<file path="src/rtl/icache_pkg.sv">
// Shared types and helpers for the instruction-cache fill controller.
// Geometry is 32 sets of 8-byte lines, two 32-bit instructions per line.
package icache_pkg;

  localparam int CACHE_LINE_BYTES = 8;
  localparam int NUM_SETS         = 32;
  localparam int MEM_TAG_W        = 4;

  typedef enum logic [1:0] {
    BUS_NONE = 2'd0,
    BUS_LOAD = 2'd1
  } bus_command_t;

  typedef enum logic {
    PF_IDLE   = 1'b0,
    PF_ACTIVE = 1'b1
  } pf_state_t;

  typedef struct packed {
    logic                 valid;
    logic [MEM_TAG_W-1:0] mem_tag;
    logic [31:0]          line_addr;
  } mshr_entry_t;

  function automatic logic [31:0] line_addr(input logic [31:0] a);
    return {a[31:3], 3'b000};
  endfunction

endpackage

</file>
<file path="src/rtl/icache_mshr.sv">
// Outstanding line-load table: pending lookup for two probe addresses,
// lowest-index free-slot allocation and tag-matched retirement.
module icache_mshr
  import icache_pkg::*;
#(
  parameter int NUM_MSHR = 4
) (
  input  logic                 clock,
  input  logic                 reset,
  input  logic [31:0]          probe_a,
  input  logic [31:0]          probe_b,
  output logic                 pending_a,
  output logic                 pending_b,
  output logic                 has_free,
  output logic                 full,
  input  logic                 alloc_en,
  input  logic [MEM_TAG_W-1:0] alloc_tag,
  input  logic [31:0]          alloc_addr,
  input  logic [MEM_TAG_W-1:0] ret_tag,
  output logic                 ret_hit,
  output logic [31:0]          ret_addr
);

  localparam int IDX_W = (NUM_MSHR > 1) ? $clog2(NUM_MSHR) : 1;

  mshr_entry_t      entries [NUM_MSHR];
  logic [IDX_W-1:0] free_idx;
  logic [IDX_W-1:0] ret_idx;

  // Scanning from the top down lets the lowest matching index win.
  always_comb begin
    pending_a = 1'b0;
    pending_b = 1'b0;
    has_free  = 1'b0;
    free_idx  = '0;
    ret_hit   = 1'b0;
    ret_idx   = '0;
    ret_addr  = '0;
    for (int i = NUM_MSHR - 1; i >= 0; i--) begin
      if (entries[i].valid) begin
        if (entries[i].line_addr == probe_a) pending_a = 1'b1;
        if (entries[i].line_addr == probe_b) pending_b = 1'b1;
        if ((ret_tag != '0) && (entries[i].mem_tag == ret_tag)) begin
          ret_hit  = 1'b1;
          ret_idx  = IDX_W'(i);
          ret_addr = entries[i].line_addr;
        end
      end else begin
        has_free = 1'b1;
        free_idx = IDX_W'(i);
      end
    end
  end

  assign full = !has_free;

  // A retiring entry is valid and the allocated one was invalid, so they never collide.
  always_ff @(posedge clock) begin
    if (reset) begin
      for (int i = 0; i < NUM_MSHR; i++) begin
        entries[i] <= '0;
      end
    end else begin
      if (ret_hit) begin
        entries[ret_idx].valid <= 1'b0;
      end
      if (alloc_en && has_free) begin
        entries[free_idx] <= '{valid: 1'b1, mem_tag: alloc_tag, line_addr: alloc_addr};
      end
    end
  end

endmodule

</file>
<file path="src/rtl/icache_fill_ctrl.sv">
// Instruction-cache miss/fill controller: demand misses take priority over a
// sequential next-line prefetcher; fills go straight to the cache write port.
module icache_fill_ctrl
  import icache_pkg::*;
#(
  parameter int NUM_MSHR = 4,
  parameter int PF_DEPTH = 2
) (
  input  logic                 clock,
  input  logic                 reset,
  input  logic [31:0]          fetch_pc,
  input  logic [1:0]           num_valid_instr,
  input  logic                 redirect,
  input  logic                 prefetch_pc_is_in_cache,
  input  logic [MEM_TAG_W-1:0] Imem2proc_response,
  input  logic [63:0]          Imem2proc_data,
  input  logic [MEM_TAG_W-1:0] Imem2proc_tag,
  output logic [1:0]           proc2Imem_command,
  output logic [31:0]          proc2Imem_addr,
  output logic [31:0]          prefetch_pc_check,
  output logic                 write_enable,
  output logic [31:0]          write_addr,
  output logic [63:0]          write_data,
  output logic                 mshr_full
);

  localparam int CNT_W = (PF_DEPTH > 0) ? $clog2(PF_DEPTH + 1) : 1;

  logic [31:0] cur_line;
  logic [31:0] next_line;
  logic [31:0] demand_addr;
  logic        demand_valid;
  logic        demand_want;
  logic        pf_want;
  logic        demand_issue;
  logic        pf_issue;
  logic        issue;
  logic [31:0] issue_addr;
  logic        accepted;

  logic        pend_demand;
  logic        pend_pf;
  logic        has_free;
  logic        full;
  logic        ret_hit;
  logic [31:0] ret_addr;

  pf_state_t   pf_state;
  pf_state_t   pf_state_next;
  logic [31:0] pf_addr;
  logic [31:0] pf_addr_next;
  logic [CNT_W-1:0] pf_cnt;
  logic [CNT_W-1:0] pf_cnt_next;
  logic [31:0] prev_line;
  logic        restart;

  // A one-hit line only misses when the second word lives in the next line.
  always_comb begin
    cur_line     = line_addr(fetch_pc);
    next_line    = line_addr(fetch_pc + 32'd4);
    demand_valid = 1'b0;
    demand_addr  = cur_line;
    case (num_valid_instr)
      2'd0: demand_valid = 1'b1;
      2'd1: begin
        demand_addr  = next_line;
        demand_valid = (next_line != cur_line);
      end
      default: demand_valid = 1'b0;
    endcase
  end

  icache_mshr #(
    .NUM_MSHR (NUM_MSHR)
  ) u_mshr (
    .clock      (clock),
    .reset      (reset),
    .probe_a    (demand_addr),
    .probe_b    (pf_addr),
    .pending_a  (pend_demand),
    .pending_b  (pend_pf),
    .has_free   (has_free),
    .full       (full),
    .alloc_en   (accepted),
    .alloc_tag  (Imem2proc_response),
    .alloc_addr (issue_addr),
    .ret_tag    (Imem2proc_tag),
    .ret_hit    (ret_hit),
    .ret_addr   (ret_addr)
  );

  always_comb begin
    demand_want  = demand_valid && !pend_demand;
    pf_want      = !demand_want && (pf_state == PF_ACTIVE) &&
                   !prefetch_pc_is_in_cache && !pend_pf;
    demand_issue = demand_want && has_free && !reset;
    pf_issue     = pf_want && has_free && !reset;
    issue        = demand_issue || pf_issue;
    issue_addr   = demand_issue ? demand_addr : pf_addr;
    accepted     = issue && (Imem2proc_response != '0);

    proc2Imem_command = issue ? BUS_LOAD : BUS_NONE;
    proc2Imem_addr    = issue ? issue_addr : 32'd0;

    write_enable = ret_hit && !reset;
    write_addr   = write_enable ? ret_addr : 32'd0;
    write_data   = write_enable ? Imem2proc_data : 64'd0;

    mshr_full         = full && !reset;
    prefetch_pc_check = pf_addr;
  end

  // Redirect and a plain line change restart the window identically.
  always_comb begin
    restart       = redirect || (cur_line != prev_line);
    pf_state_next = pf_state;
    pf_addr_next  = pf_addr;
    pf_cnt_next   = pf_cnt;
    if (restart) begin
      pf_state_next = PF_ACTIVE;
      pf_addr_next  = cur_line + 32'd8;
      pf_cnt_next   = '0;
    end else if ((pf_state == PF_ACTIVE) && !demand_issue) begin
      if (prefetch_pc_is_in_cache || pend_pf || (pf_issue && accepted)) begin
        pf_addr_next = pf_addr + 32'd8;
        pf_cnt_next  = pf_cnt + CNT_W'(1);
        if (pf_cnt_next == CNT_W'(PF_DEPTH)) begin
          pf_state_next = PF_IDLE;
        end
      end
    end
  end

  always_ff @(posedge clock) begin
    if (reset) begin
      pf_state  <= PF_IDLE;
      pf_addr   <= 32'd0;
      pf_cnt    <= '0;
      prev_line <= 32'd0;
    end else begin
      pf_state  <= pf_state_next;
      pf_addr   <= pf_addr_next;
      pf_cnt    <= pf_cnt_next;
      prev_line <= cur_line;
    end
  end

endmodule

</file>
<file path="config.mk">
export PLATFORM = sky130hd
export DESIGN_NAME = icache_fill_ctrl
export DESIGN_NICKNAME = d
export VERILOG_FILES = /design/src/rtl/icache_pkg.sv /design/src/rtl/icache_mshr.sv /design/src/rtl/icache_fill_ctrl.sv
export SDC_FILE = /design/constraint.sdc
export NUM_CORES = 1
export LEC_CHECK = 0
export CORE_MARGIN = 4
export CORE_UTILIZATION = 45
export CTS_BUF_LIST = sky130_fd_sc_hd__clkbuf_8
export DETAILED_ROUTE_END_ITERATION = 7
export PLACE_DENSITY_LB_ADDON = 0.15
export SLEW_MARGIN = 20
export SYNTH_ARGS = -nofsm -noshare
export SYNTH_HDL_FRONTEND = slang
export SYNTH_SLANG_ARGS = --single-unit
</file>
<file path="constraint.sdc">
create_clock -name clock -period 6.05 [get_ports clock]
set_clock_uncertainty 0.05 [all_clocks]
set_input_delay 1.21 -clock clock [delete_from_list [all_inputs] [get_ports clock]]
set_output_delay 1.21 -clock clock [all_outputs]
set_load 0.02 [all_outputs]
</file>
==> summary.md <==
| Metric | Value |
|---|---|
| Clock Power Share | `24.9%` |
| Switching power | `1.36 mW` |
| Placed cells | `2713` |
| Nets | `2480` |
| Area of the multi-input gates | `10200 sq um` |
| Clock sinks | `197` |
| Global-route wire length before repair | `114000 um` |
| Critical setup path kind | `input port to output pin` |
| RD Place Congestion | `1.07` |
| CTS tree | `built` |
| Final setup viols | `29` |
| Syn. warnings | `0` |
| Fin. Hold Viols | `0` |
| Syn avg cell area | `8.37 sq um` |
| Worst Hold Path EP | `pf_cnt[1]$_SDFFE_PP0P_` |
| Finished Layout Cells | `2831` |
| Chip width | `193 um` |
| Fin worst setup slack | `-256 ps` |
| Minimum clock period | `6310 ps` |
| CP Data Arrival Time | `5050 ps` |
| Crit start category | `input port` |
| Endpoint class of the critical path | `output pin` |
| Post-synth EDFFs | `132` |
| HP Class | `register to register` |
| Critical R2R Capture | `u_mshr.entries[2][16]$_SDFFCE_PN0P_` |
| Critical Path RT | `4790 ps` |
| Mapped Cells | `1839` |
| Status | `finished with violations` |
| Via density per instance | `6.23` |
| Initial DRT Pass Iterations | `6` |
| # DRC | `0` |
| Final wirelength | `82600 um` |
| Worst slew margin | `41.1%` |
| Switching Share | `36.3%` |
| Top_reg_cell synth | `edfxtp_1` |
| Pins Over Slew Limit | `0` |
| Synth Cell Area | `15400 sq um` |
| Failing checks | `negative setup slack` |
| Logic pwr share | `29.7%` |
| Row Count | `67` |
| Unrepaired setup endpoints after global routing | `yes` |
| Io pins | `274` |
| Routed wire per std cell | `29.2 um` |
| Reg2Reg Depth | `22` |
| Cell-internal power | `2.38 mW` |
| Clock Pin Slew Worst Setup and Hold Paths | `110 ps` |
| Flip-flop and latch area | `5270 sq um` |
| Grt ovf | `0` |
| Reg power frac | `45.4%` |
| Total CTS buffers | `17` |
| Core area | `33600 sq um` |
| Post-DP HPWL | `63000 um` |
| Yosys cell types | `81` |
| Ys async rst share | `0%` |
| Critical-path maximum fanout | `8` |
| Cell taking the most area after synthesis | `edfxtp_1` |
| Port bufs | `261` |
| # fillers | `2625` |
| Reported max-cap violation count | `0` |
| Measured slew at the worst slew-check pin | `874 ps` |
| Hold path start | `pf_cnt[1]$_SDFFE_PP0P_` |
| Via count | `17600` |
| Hold bufs inserted after CTS | `0` |
| H-tree depth reported by CTS | `4` |
| Root buf cell | `clkbuf_8` |
| Vias in the first global route | `16700` |
| Power density cells | `165 nW/um^2` |
| Longest Clk Path Bufs | `2` |
| Post-synthesis register bit count | `197` |
| Post-layout util | `67.5%` |
| Leakage | `8.93 nW` |
| Clk_lat worst skew | `560 ps` |
| Area share of the largest cell type after synthesis | `25.8%` |
| Initial antenna violation count | `4` |
| Peak supply drop | `0.308 mV` |
| Total track usage | `42.8%` |
| Antenna viol nets, final | `0` |
| Die ar. | `37200 sq um` |
| Largest net degree at the start of global routing | `66` |
| DRT iter0 DRCs | `2401` |
| Most common cell in the netlist | `nor2_1` |
| Share of post-route cells with drive strength above 1 | `27.6%` |
| Synth area leaders | `edfxtp_1, xnor2_1, xor2_1` |
| Reg-to-Reg Start | `u_mshr.entries[2][36]$_SDFFE_PP1P_` |
| Worst hold slack | `464 ps` |
| R2r setup slk | `1310 ps` |
| P&R area growth vs syn | `47.4%` |
| Die extent in y | `193 um` |
| Period utilisation layout | `104%` |
| Max Freq | `0.159 GHz` |
| Post-synthesis sequential area ratio | `34.2%` |
| Worst Hold Depth | `2` |
| Initial Utilization | `45.8%` |
| Post-synth top cells | `nor2_1, xnor2_1, xor2_1` |
registers in the layout, indices dropped and copies added (netlist names):
signal,cells
pf_cnt,2
pf_state,1
prefetch_pc_check,29
prev_line,29
u_mshr.entries,136
worst max-delay path, cell delays in order:
cell	delay, ps
clkbuf_2	100
buf_6	110
buf_4	120
nand4b_1	190
or4_4	610
or3_4	400
nand2_4	90
buf_6	130
xnor2_1	70
nor4bb_4	160
buf_4	160
nand4b_1	160
o211ai_4	120
or3_4	450
buf_12	160
buf_12	140
buf_16	150
a21oi_4	140
a21oi_2	60
nor2_2	170
buf_6	130
layout make-up:
cell class	instances	area share, %
antenna	3	0.0331
clock buffer	17	1.03
clock inverter	15	0.772
inverter	35	0.579
multi-input combinational	1451	45.0
sequential	197	23.2
tap	448	2.47
timing repair buffer	665	26.9
cell usage in the layout, fill, tap and decap left out, drive strengths merged, types with 11 or more instances in the layout:
cell type / instances
buf: 448
nor3: 67
mux2i: 13
nand3: 38
a21oi: 46
xnor2: 165
clkbuf: 27
nand2b: 13
nor2: 318
nand3b: 11
nand4: 48
nor2b: 26
or3: 15
o22ai: 40
and3: 15
xor2: 158
nand2: 96
o21ai: 48
clkdlybuf4s50: 201
edfxtp: 132
and2: 70
nor4: 53
a211oi: 42
inv: 43
or4: 12
dfxtp: 65
power groups by stage:
| stage | Sequential [mW] | Combinational [mW] | Clock, mW |
|---|---|---|---|
| 2_1_floorplan | 1.62 | 0.488 | 0 |
| 3_3_place_gp | 1.70 | 0.935 | 0 |
| 3_5_place_dp | 1.71 | 0.943 | 0 |
| 4_1_cts | 1.68 | 1.04 | 0.919 |
| 5_1_grt | 1.69 | 1.15 | 0.969 |
| 6_report | 1.70 | 1.11 | 0.929 |
worst max-delay path by stage:
stage	from	endpoint	slack (ps)	cells past startpoint
6_report	num_valid_instr[0]	proc2Imem_addr[16]	-260	21
5_1_grt	num_valid_instr[0]	proc2Imem_addr[16]	-260	21
4_1_cts	fetch_pc[3]	proc2Imem_addr[13]	-210	19
3_5_place_dp	fetch_pc[14]	proc2Imem_addr[13]	-1320	17
3_3_place_gp	fetch_pc[14]	proc2Imem_addr[26]	-1250	17
2_1_floorplan	fetch_pc[2]	proc2Imem_addr[11]	-80	14
metrics by stage:
stage	setup WS [ps]	TNS (ps)	power (mW)	area [sq um]
3_3_place_gp	-1250	-36670	2.64	20600
2_1_floorplan	-82.0	-1140	2.11	15600
3_5_place_dp	-1320	-37330	2.65	20600
4_1_cts	-207	-4600	3.64	22200
5_1_grt	-263	-5420	3.81	22700
6_report	-256	-4760	3.73	22700
cells by family after synthesis:
kind of cell	Yosys count	share of synthesized area, %
muxes	18	1.21
other	1	0.0244
adders and majority gates	3	0.244
xor gates and xnor gates	332	19.7
AOI/OAI and AO/OA	269	12.0
buffers and inverters	200	5.52
DFF	197	34.2
and+or+nand+nor	819	27.1
layer usage:
| metal | up-vias | GRT usage [%] | routed length (um) |
|---|---|---|---|
| met5 | - | 0 | 16 |
| met1 | 8445 | 57.5 | 31200 |
| li1 | 7500 | - | - |
| met4 | 2 | 18.9 | 4760 |
| met3 | 298 | 11.0 | 10400 |
| met2 | 1380 | 65.3 | 36200 |
what timing repair did:
| item | in CTS | in global routing |
|---|---|---|
| gates resized for setup | 364 | 121 |
| buffers inserted | 55 | 25 |
| endpoints found under the setup margin | 30 | 87 |
| cloned | 7 | 1 |
| pin swaps | 34 | 34 |
Note: power is estimated with default switching activity, not from simulation.
